[src/rtl/alu_seq.sv]
// alu_seq: registered ALU with valid/ready input, C/Z/N/V flag register and iterative multiply
// Single-cycle ops complete on the accept edge; MUL completes WIDTH edges later
module alu_seq #(
    parameter int WIDTH         = 8,
    parameter bit CIN_FROM_FLAG = 1'b0
) (
    input  logic             clk,
    input  logic             reset,
    input  logic             in_valid,
    output logic             in_ready,
    input  logic [4:0]       sel,
    input  logic [WIDTH-1:0] a,
    input  logic [WIDTH-1:0] b,
    input  logic             carry_in,
    output logic             out_valid,
    output logic [WIDTH-1:0] y,
    output logic             flag_c,
    output logic             flag_z,
    output logic             flag_n,
    output logic             flag_v,
    output logic             err
);
    localparam int CW = $clog2(WIDTH);
    localparam logic [4:0] OP_MUL = 5'b10010;
    localparam logic [4:0] OP_CMP = 5'b10011;

    typedef enum logic {IDLE, MUL_RUN} state_t;

    state_t               r_state, w_next;
    logic [CW-1:0]        r_cnt;
    logic [2*WIDTH-1:0]   r_acc, r_mcand, w_acc_next;
    logic [WIDTH-1:0]     r_mplier, w_r;
    logic [WIDTH:0]       w_sum, w_dif;
    logic                 w_cin, w_c, w_v, w_def, w_add_v, w_sub_v;

    assign in_ready = (r_state == IDLE);
    assign w_cin    = CIN_FROM_FLAG ? flag_c : carry_in;
    // ADC/SBC are the only ops that fold the carry into the adder
    assign w_sum    = {1'b0, a} + {1'b0, b} + {{WIDTH{1'b0}}, (sel == 5'b00001) & w_cin};
    assign w_dif    = {1'b0, a} - {1'b0, b} - {{WIDTH{1'b0}}, (sel == 5'b01010) & w_cin};
    assign w_add_v  = (a[WIDTH-1] == b[WIDTH-1]) && (w_sum[WIDTH-1] != a[WIDTH-1]);
    assign w_sub_v  = (a[WIDTH-1] != b[WIDTH-1]) && (w_dif[WIDTH-1] != a[WIDTH-1]);
    assign w_acc_next = r_acc + (r_mplier[0] ? r_mcand : '0);

    always_comb begin
        w_r   = '0;
        w_c   = 1'b0;
        w_v   = 1'b0;
        w_def = 1'b1;
        case (sel)
            5'b00000: w_r = a;
            5'b00001, 5'b00010: begin
                w_r = w_sum[WIDTH-1:0];
                w_c = w_sum[WIDTH];
                w_v = w_add_v;
            end
            5'b00011: w_r = b;
            5'b00100: w_r = a & b;
            5'b00101: w_r = a | b;
            5'b00110: w_r = a ^ b;
            5'b00111: w_r = ~a;
            5'b01000: begin
                w_r = {a[WIDTH-2:0], 1'b0};
                w_c = a[WIDTH-1];
            end
            5'b01001, 5'b01010, OP_CMP: begin
                w_r = w_dif[WIDTH-1:0];
                w_c = w_dif[WIDTH];
                w_v = w_sub_v;
            end
            5'b01011: begin
                w_r = {a[WIDTH-2:0], flag_c};
                w_c = a[WIDTH-1];
            end
            5'b10000: begin
                w_r = {1'b0, a[WIDTH-1:1]};
                w_c = a[0];
            end
            5'b10001: begin
                w_r = {a[WIDTH-1], a[WIDTH-1:1]};
                w_c = a[0];
            end
            OP_MUL, 5'b11000: w_r = '0;
            default: w_def = 1'b0;
        endcase
    end

    always_comb begin
        w_next = r_state;
        if (r_state == IDLE && in_valid && sel == OP_MUL) w_next = MUL_RUN;
        if (r_state == MUL_RUN && r_cnt == '0) w_next = IDLE;
    end

    always_ff @(posedge clk or posedge reset) begin
        if (reset) r_state <= IDLE;
        else r_state <= w_next;
    end

    always_ff @(posedge clk or posedge reset) begin
        if (reset) begin
            y         <= '0;
            flag_c    <= 1'b0;
            flag_z    <= 1'b0;
            flag_n    <= 1'b0;
            flag_v    <= 1'b0;
            out_valid <= 1'b0;
            err       <= 1'b0;
            r_cnt     <= '0;
            r_acc     <= '0;
            r_mcand   <= '0;
            r_mplier  <= '0;
        end else begin
            out_valid <= 1'b0;
            err       <= 1'b0;
            if (r_state == MUL_RUN) begin
                r_acc    <= w_acc_next;
                r_mcand  <= r_mcand << 1;
                r_mplier <= r_mplier >> 1;
                r_cnt    <= r_cnt - 1'b1;
                if (r_cnt == '0) begin
                    y         <= w_acc_next[WIDTH-1:0];
                    flag_c    <= |w_acc_next[2*WIDTH-1:WIDTH];
                    flag_z    <= ~|w_acc_next[WIDTH-1:0];
                    flag_n    <= w_acc_next[WIDTH-1];
                    flag_v    <= 1'b0;
                    out_valid <= 1'b1;
                end
            end else if (in_valid) begin
                if (sel == OP_MUL) begin
                    r_acc    <= '0;
                    r_mcand  <= {{WIDTH{1'b0}}, a};
                    r_mplier <= b;
                    r_cnt    <= CW'(WIDTH - 1);
                end else begin
                    out_valid <= 1'b1;
                    err       <= ~w_def;
                    if (!w_def) y <= '0;
                    else begin
                        if (sel != OP_CMP) y <= w_r;
                        flag_c <= w_c;
                        flag_z <= ~|w_r;
                        flag_n <= w_r[WIDTH-1];
                        flag_v <= w_v;
                    end
                end
            end
        end
    end
endmodule
[config.mk]
export PLATFORM = sky130hd
export DESIGN_NAME = alu_seq
export DESIGN_NICKNAME = d
export VERILOG_FILES = /design/src/rtl/alu_seq.sv
export SDC_FILE = /design/constraint.sdc
export NUM_CORES = 1
export LEC_CHECK = 0
export ABC_AREA = 1
export BUFFER_PORTS_ARGS = -buffer_cell sky130_fd_sc_hd__buf_2
export CAP_MARGIN = 0
export CORE_ASPECT_RATIO = 0.75
export CORE_MARGIN = 2
export CORE_UTILIZATION = 45
export DETAILED_ROUTE_END_ITERATION = 8
export GPL_TIMING_DRIVEN = 0
export SYNTH_ARGS = -nofsm -noshare
export SYNTH_HDL_FRONTEND = slang
export SYNTH_SLANG_ARGS = --single-unit
[constraint.sdc]
create_clock -name clk -period 3.6 [get_ports clk]
set_clock_uncertainty 0.05 [all_clocks]
set_input_delay 0.36 -clock clk [delete_from_list [all_inputs] [get_ports clk]]
set_output_delay 0.36 -clock clk [all_outputs]
set_load 0.05 [all_outputs]
Word-level counts from Yosys, hierarchy flattened
Index checks and enable logic that the tools add are counted.
Word-level totals
  register bits: 58
  bits in latches: 0
  RAM bits: 0
  memory bits (read-only): 0
  logic and storage cells: 126
  memories kept: 0
Operators by class
  $add $sub $neg: 6
  $mul: 0
  divide/modulo/power cells: 0
  order comparisons: 0
  equality and inequality tests: 24
  shift operators: 0
  mux-type cells: 52
  bitwise gates (word level): 8
  reduce and logical (&&, ||, !) cells: 24
Operator list (number)
  2-to-1 mux 16 bit: 7
  case mux 8 bit (12 select lines): 1
  2-to-1 mux 8 bit: 9
  2-to-1 mux 1 bit: 30
  == test 5 bit, second input constant: 5
  OR reduction 8 bit: 3
  == test 5 x 3 -> 1 bit, second input constant: 4
  == test 5 x 4 -> 1 bit, second input constant: 4
  OR reduction 17 bit: 1
  adder 16 bit: 1
  == test 5 x 2 -> 1 bit, second input constant: 2
  adder 8 x 8 -> 9 bit: 1
  adder 9 x 1 -> 9 bit: 1
  2-to-1 mux 3 bit: 3
  subtractor 8 x 8 -> 9 bit: 1
  subtractor 9 x 1 -> 9 bit: 1
  AND 8 bit: 1
  NOT 8 bit: 1
  OR 8 bit: 1
  AND reduction 4 bit: 2
  nonzero test 2 bit: 4
  XOR 8 bit: 1
  OR reduction 2 bit: 3
  == test 5 x 1 -> 1 bit, second input constant: 1
  other kinds (17): 26

Longest topological paths before layout
  word-level depth: 10
  depth in mapped cells: 19
  depth with buffers taken out: 18

Least setup slack after synthesis
OpenSTA, ideal clock, no wires.
  kind: input port to flip-flop
  start: input port sel[1]
  end: register flag_c
  library setup time: 123 ps
  arrival time: 2448 ps
  required time: 3427 ps
  setup slack: 980 ps
  cell stages on the path: 14
  path buffers: 0
  cell sequence: inv_2 -> nor2_1 -> nand3_1 -> fa_1 -> fa_1 -> or2_2 -> nand2_1 -> nand2_1 -> nand4_1 -> nand3_1 -> nand3_1 -> nand2_1 -> a21oi_1 -> a21oi_1
Between the ends
  word-level cells in the longest chain between the ends: 8
  elaborated cells between the ends (all ways): 35
RTL lines
  start, declared: RTL line 11  | input logic [4:0] sel,
  == test 5 x 4 -> 1 bit / == test 5 x 1 -> 1 bit (equally long branches): RTL line 40, 50, 39
  AND 1 bit (on tied branches): RTL line 40, 39
  subtractor 9 x 1 -> 9 bit / adder 9 x 1 -> 9 bit (equally long branches): RTL line 40, 39
  case mux 1 bit (4 select lines): RTL line 50  | case (sel)
  2-to-1 mux 1 bit: RTL line 137  | if (!w_def) y <= '0;
  2-to-1 mux 1 bit: RTL line 129  | if (sel == OP_MUL) begin
  2-to-1 mux 1 bit: RTL line 128  | end else if (in_valid) begin
  2-to-1 mux 1 bit: RTL line 115  | if (r_state == MUL_RUN) begin
  end signal, assigned: RTL line 122  | flag_c <= |w_acc_next[2*WIDTH-1:WIDTH];
  end signal, assigned: RTL line 140  | flag_c <= w_c;
  end, declared: RTL line 17  | output logic flag_c,
Several ways; a longest one is shown, not always the timed one. The select of a mux whose other input is x is not followed.
A chain may end at the register's enable or synchronous reset.

Worst setup path in the final report
  start: input port sel[1]
  end: register flag_z
Between the ends
  word-level cells in the longest chain between the ends: 10
  elaborated cells between the ends (all ways): 35
RTL lines
  == test 5 x 4 -> 1 bit / == test 5 x 1 -> 1 bit (equally long branches): RTL line 40, 50, 39
  AND 1 bit (on tied branches): RTL line 40, 39
  subtractor 9 x 1 -> 9 bit / adder 9 x 1 -> 9 bit (equally long branches): RTL line 40, 39
  case mux 8 bit (12 select lines): RTL line 50
  OR reduction 8 bit: RTL line 141  | flag_z <= ~|w_r;
  zero test 1 bit: RTL line 141
  2-to-1 mux 1 bit: RTL line 137
  2-to-1 mux 1 bit: RTL line 129
  2-to-1 mux 1 bit: RTL line 128
  2-to-1 mux 1 bit: RTL line 115
  end signal, assigned: RTL line 123  | flag_z <= ~|w_acc_next[WIDTH-1:0];
  end signal, assigned: RTL line 141
  end, declared: RTL line 18  | output logic flag_z,
Several ways; a longest one is shown, not always the timed one. The select of a mux whose other input is x is not followed.

==> results_dict.tcl <==
set metrics [dict create \
    status "finished, final reports clean" \
    synthAdderAreaFrac_pct 13.32 \
    start_util_pct 45.64 \
    port_buffers 39 \
    place_congestion 0.9445 \
    io_pins 40 \
    synthMuxAreaShare_pct 0 \
    rsz0062_at_grt "no" \
    cts.sinks 58 \
    htreeDepth 3 \
    core-area_um2 11490 \
    finalNetCount 939 \
    placed_area_um2 5638 \
    post-route-min-period_ns 3.261 \
    cts_root_buffer "clkbuf_16" \
    fin_setup_tns_ns 0 \
    post-route-util_pct 51.55 \
    numPlacedInstances 994 \
    worst_pin_slew_ns 0.7354 \
    leakage_nw 3.292 \
    postCtsSetupBuffers 0 \
    min_path_cells 3 \
    grt_antenna_before_repair 0 \
    syn_inst 810 \
    first_pass_iters 5 \
    post_drt_wl_per_cell_um 16.46 \
    powerDensity_nw_per_um2 806.6 \
    whs_ns 0.2432 \
    synth_ff_type "dfrtp_1" \
    synth.avg_cell_area_um2 6.472 \
    area_growth_pct 12.94 \
    cts_tree "yes" \
    yosys_warnings 0 \
    cp.required_ns 3.81 \
    path_max_fanout 6 \
    final_hold_viol_count 0 \
    slew_headroom_pct 50.46 \
    diodes 0 \
    die_y_um 97.48 \
    num_vias 5463 \
    layout_commonest_cell "nand2_1" \
    clk_latency_ns 0.34 \
    fmax_ghz 0.3067 \
    grt_pass1_wl_um 26790 \
    critPathKind "input port to flip-flop" \
    grt_max_degree 42 \
    clk_pin_slew_worst_paths_ns 0.05 \
    drive_gt1_share_pct 9.112 \
    routed_via_density 5.404 \
    yosys.area_share.xor_xnor_pct 1.838 \
    place_ws_ns 0.06187 \
    async_reset_ff_share_pct 100.0 \
    finalSetupViolations 0 \
    cp-start-kind "input port" \
    synth_area_um2 5243 \
    die_area_um2 12540 \
    synth-compound-area-share_pct 11.91 \
    power_mw 4.776 \
    antenna_left 0 \
    grt_overflow_total 0 \
    cap_violations 0 \
    wirelength_um 16640 \
    synth_top_family_by_area "simple AND/OR/NAND/NOR gates" \
    ys_ff_latch 58 \
    fin_cells 1011 \
    cp-end-kind "flip-flop" \
    clock_path_buffers 2 \
    maxSlewViolCount 0 \
    syn_nets 887 \
    hold_class "input port to flip-flop" \
    rows 34 \
    finalCritPeriodShare_pct 90.58 \
    stdcell_area_um2 5921 \
    die_w_um 128.6 \
    synth_edf_count 0 \
    tritoncts.num_buffers 9 \
    reg2reg_depth 19 \
    drtIter0Drc 443 \
    setup_ws_ns 0.3391 \
    grtUsageTotal_pct 27.74 \
    detailed_place_hpwl_um 13420 \
    yosys.area_share.simple_pct 34.20 \
    peakVddDrop_uv 372.6 \
    ys_seq_area_share_pct 27.68 \
    grt_pass1_vias 5104 \
    synth.distinct_cells 36 \
    final_cell_mix "248 x nand2_1, 126 x inv_1, 79 x nor2_1" \
    drc 0 \
    arrival_ns 3.47 \
]
-- repair_timing --
item | 4_1_cts | 5_1_grt
endpoints found under the setup margin | 0 | 1
gates resized for setup | 0 | 1
endpoints found under the hold margin | 17 | 0
hold buffers | 1 | 0
-- cell usage after synthesis, types with 2 or more instances --
master    number  share of area (%)
nand2_1      248                 18
inv_1        127                9.1
nor2_1        79                5.7
nand3_1       63                6.0
dfrtp_1       58                 28
ha_1          47                 11
a21oi_1       40                3.8
o21ai_0       32                3.1
nand4_1       20                2.4
o22ai_1       20                2.4
a31oi_1        7               0.84
buf_2          7               0.67
nand3b_1       6               0.86
xnor2_1        6                1.0
clkbuf_1       5               0.36
fa_1           5                1.9
nor3_1         5               0.48
xor2_1         5               0.84
inv_2          4               0.29
a22oi_1        3               0.43
a221oi_1       2               0.33
buf_4          2               0.29
nand2_2        2               0.24
nor2_2         2               0.24
o211ai_1       2               0.29
o21ai_2        2               0.33
or2_2          2               0.24
-- final timing paths --
path | end | slack (ns) | from
min in group asynchronous | r_mcand[14]$_DFFE_PP0P_ | 0.51 | reset
worst max-delay path | flag_z$_DFFE_PP0P_ | 0.34 | sel[1]
max in group asynchronous | r_cnt[2]$_DFFE_PP0P_ | 2.42 | reset
worst max register to register | flag_c$_DFFE_PP0P_ | 0.52 | r_mplier[0]$_DFFE_PP0P_
worst min-delay path | flag_v$_DFFE_PP0P_ | 0.24 | in_valid
worst min register to register | flag_v$_DFFE_PP0P_ | 0.43 | flag_v$_DFFE_PP0P_
-- power breakdown --
group | leakage (nW) | internal (mW) | switching, mW
logic | 2.47 | 0.930 | 1.95
registers | 0.695 | 0.943 | 0.164
clock network | 0.131 | 0.480 | 0.312
total | 3.29 | 2.35 | 2.42
-- cells by family after synthesis --
| logic type | after synthesis |
|---|---|
| flops | 58 |
| fa+ha+maj | 53 |
| compound gates | 111 |
| simple gates | 429 |
| xor+xnor | 11 |
| buf+inv | 148 |
-- layer usage --
layer,routed length (um),vias to the layer above,track usage [%]
met5,0,-,0
met4,223,0,6.438
met3,1386,17,6.167
met2,6471,199,37.64
met1,8559,2542,44.07
li1,-,2705,-
-- flip-flops by register name (all words and copies together), names as in the netlist, 3 cells and up --
name	count
r_acc	16
r_mcand	16
r_mplier	8
y	8
r_cnt	3
-- worst max-delay path: stages --
cell and delay, ns:
buf_2 0.15, inv_2 0.09, nor2_1 0.36, nand3_1 0.17, fa_1 0.44, fa_1 0.51
or2_2 0.40, nand2_1 0.11, nand3b_1 0.09, nand3_1 0.13, nand4_1 0.21, nor2_1 0.18
nand4_1 0.13, a21oi_1 0.14
-- cell type report --
class | count | area (um^2)
repair buffers | 41 | 225.2
inverters | 132 | 495.5
clock inverters | 5 | 30.03
flip-flops and latches | 58 | 1451
multi-input cells | 604 | 3212
well taps | 144 | 180.2
fillers | 1189 | 5565
clock buffers | 11 | 242.7
plain buffers | 16 | 83.83
No activity file was read; power rests on OpenSTA's default activity.
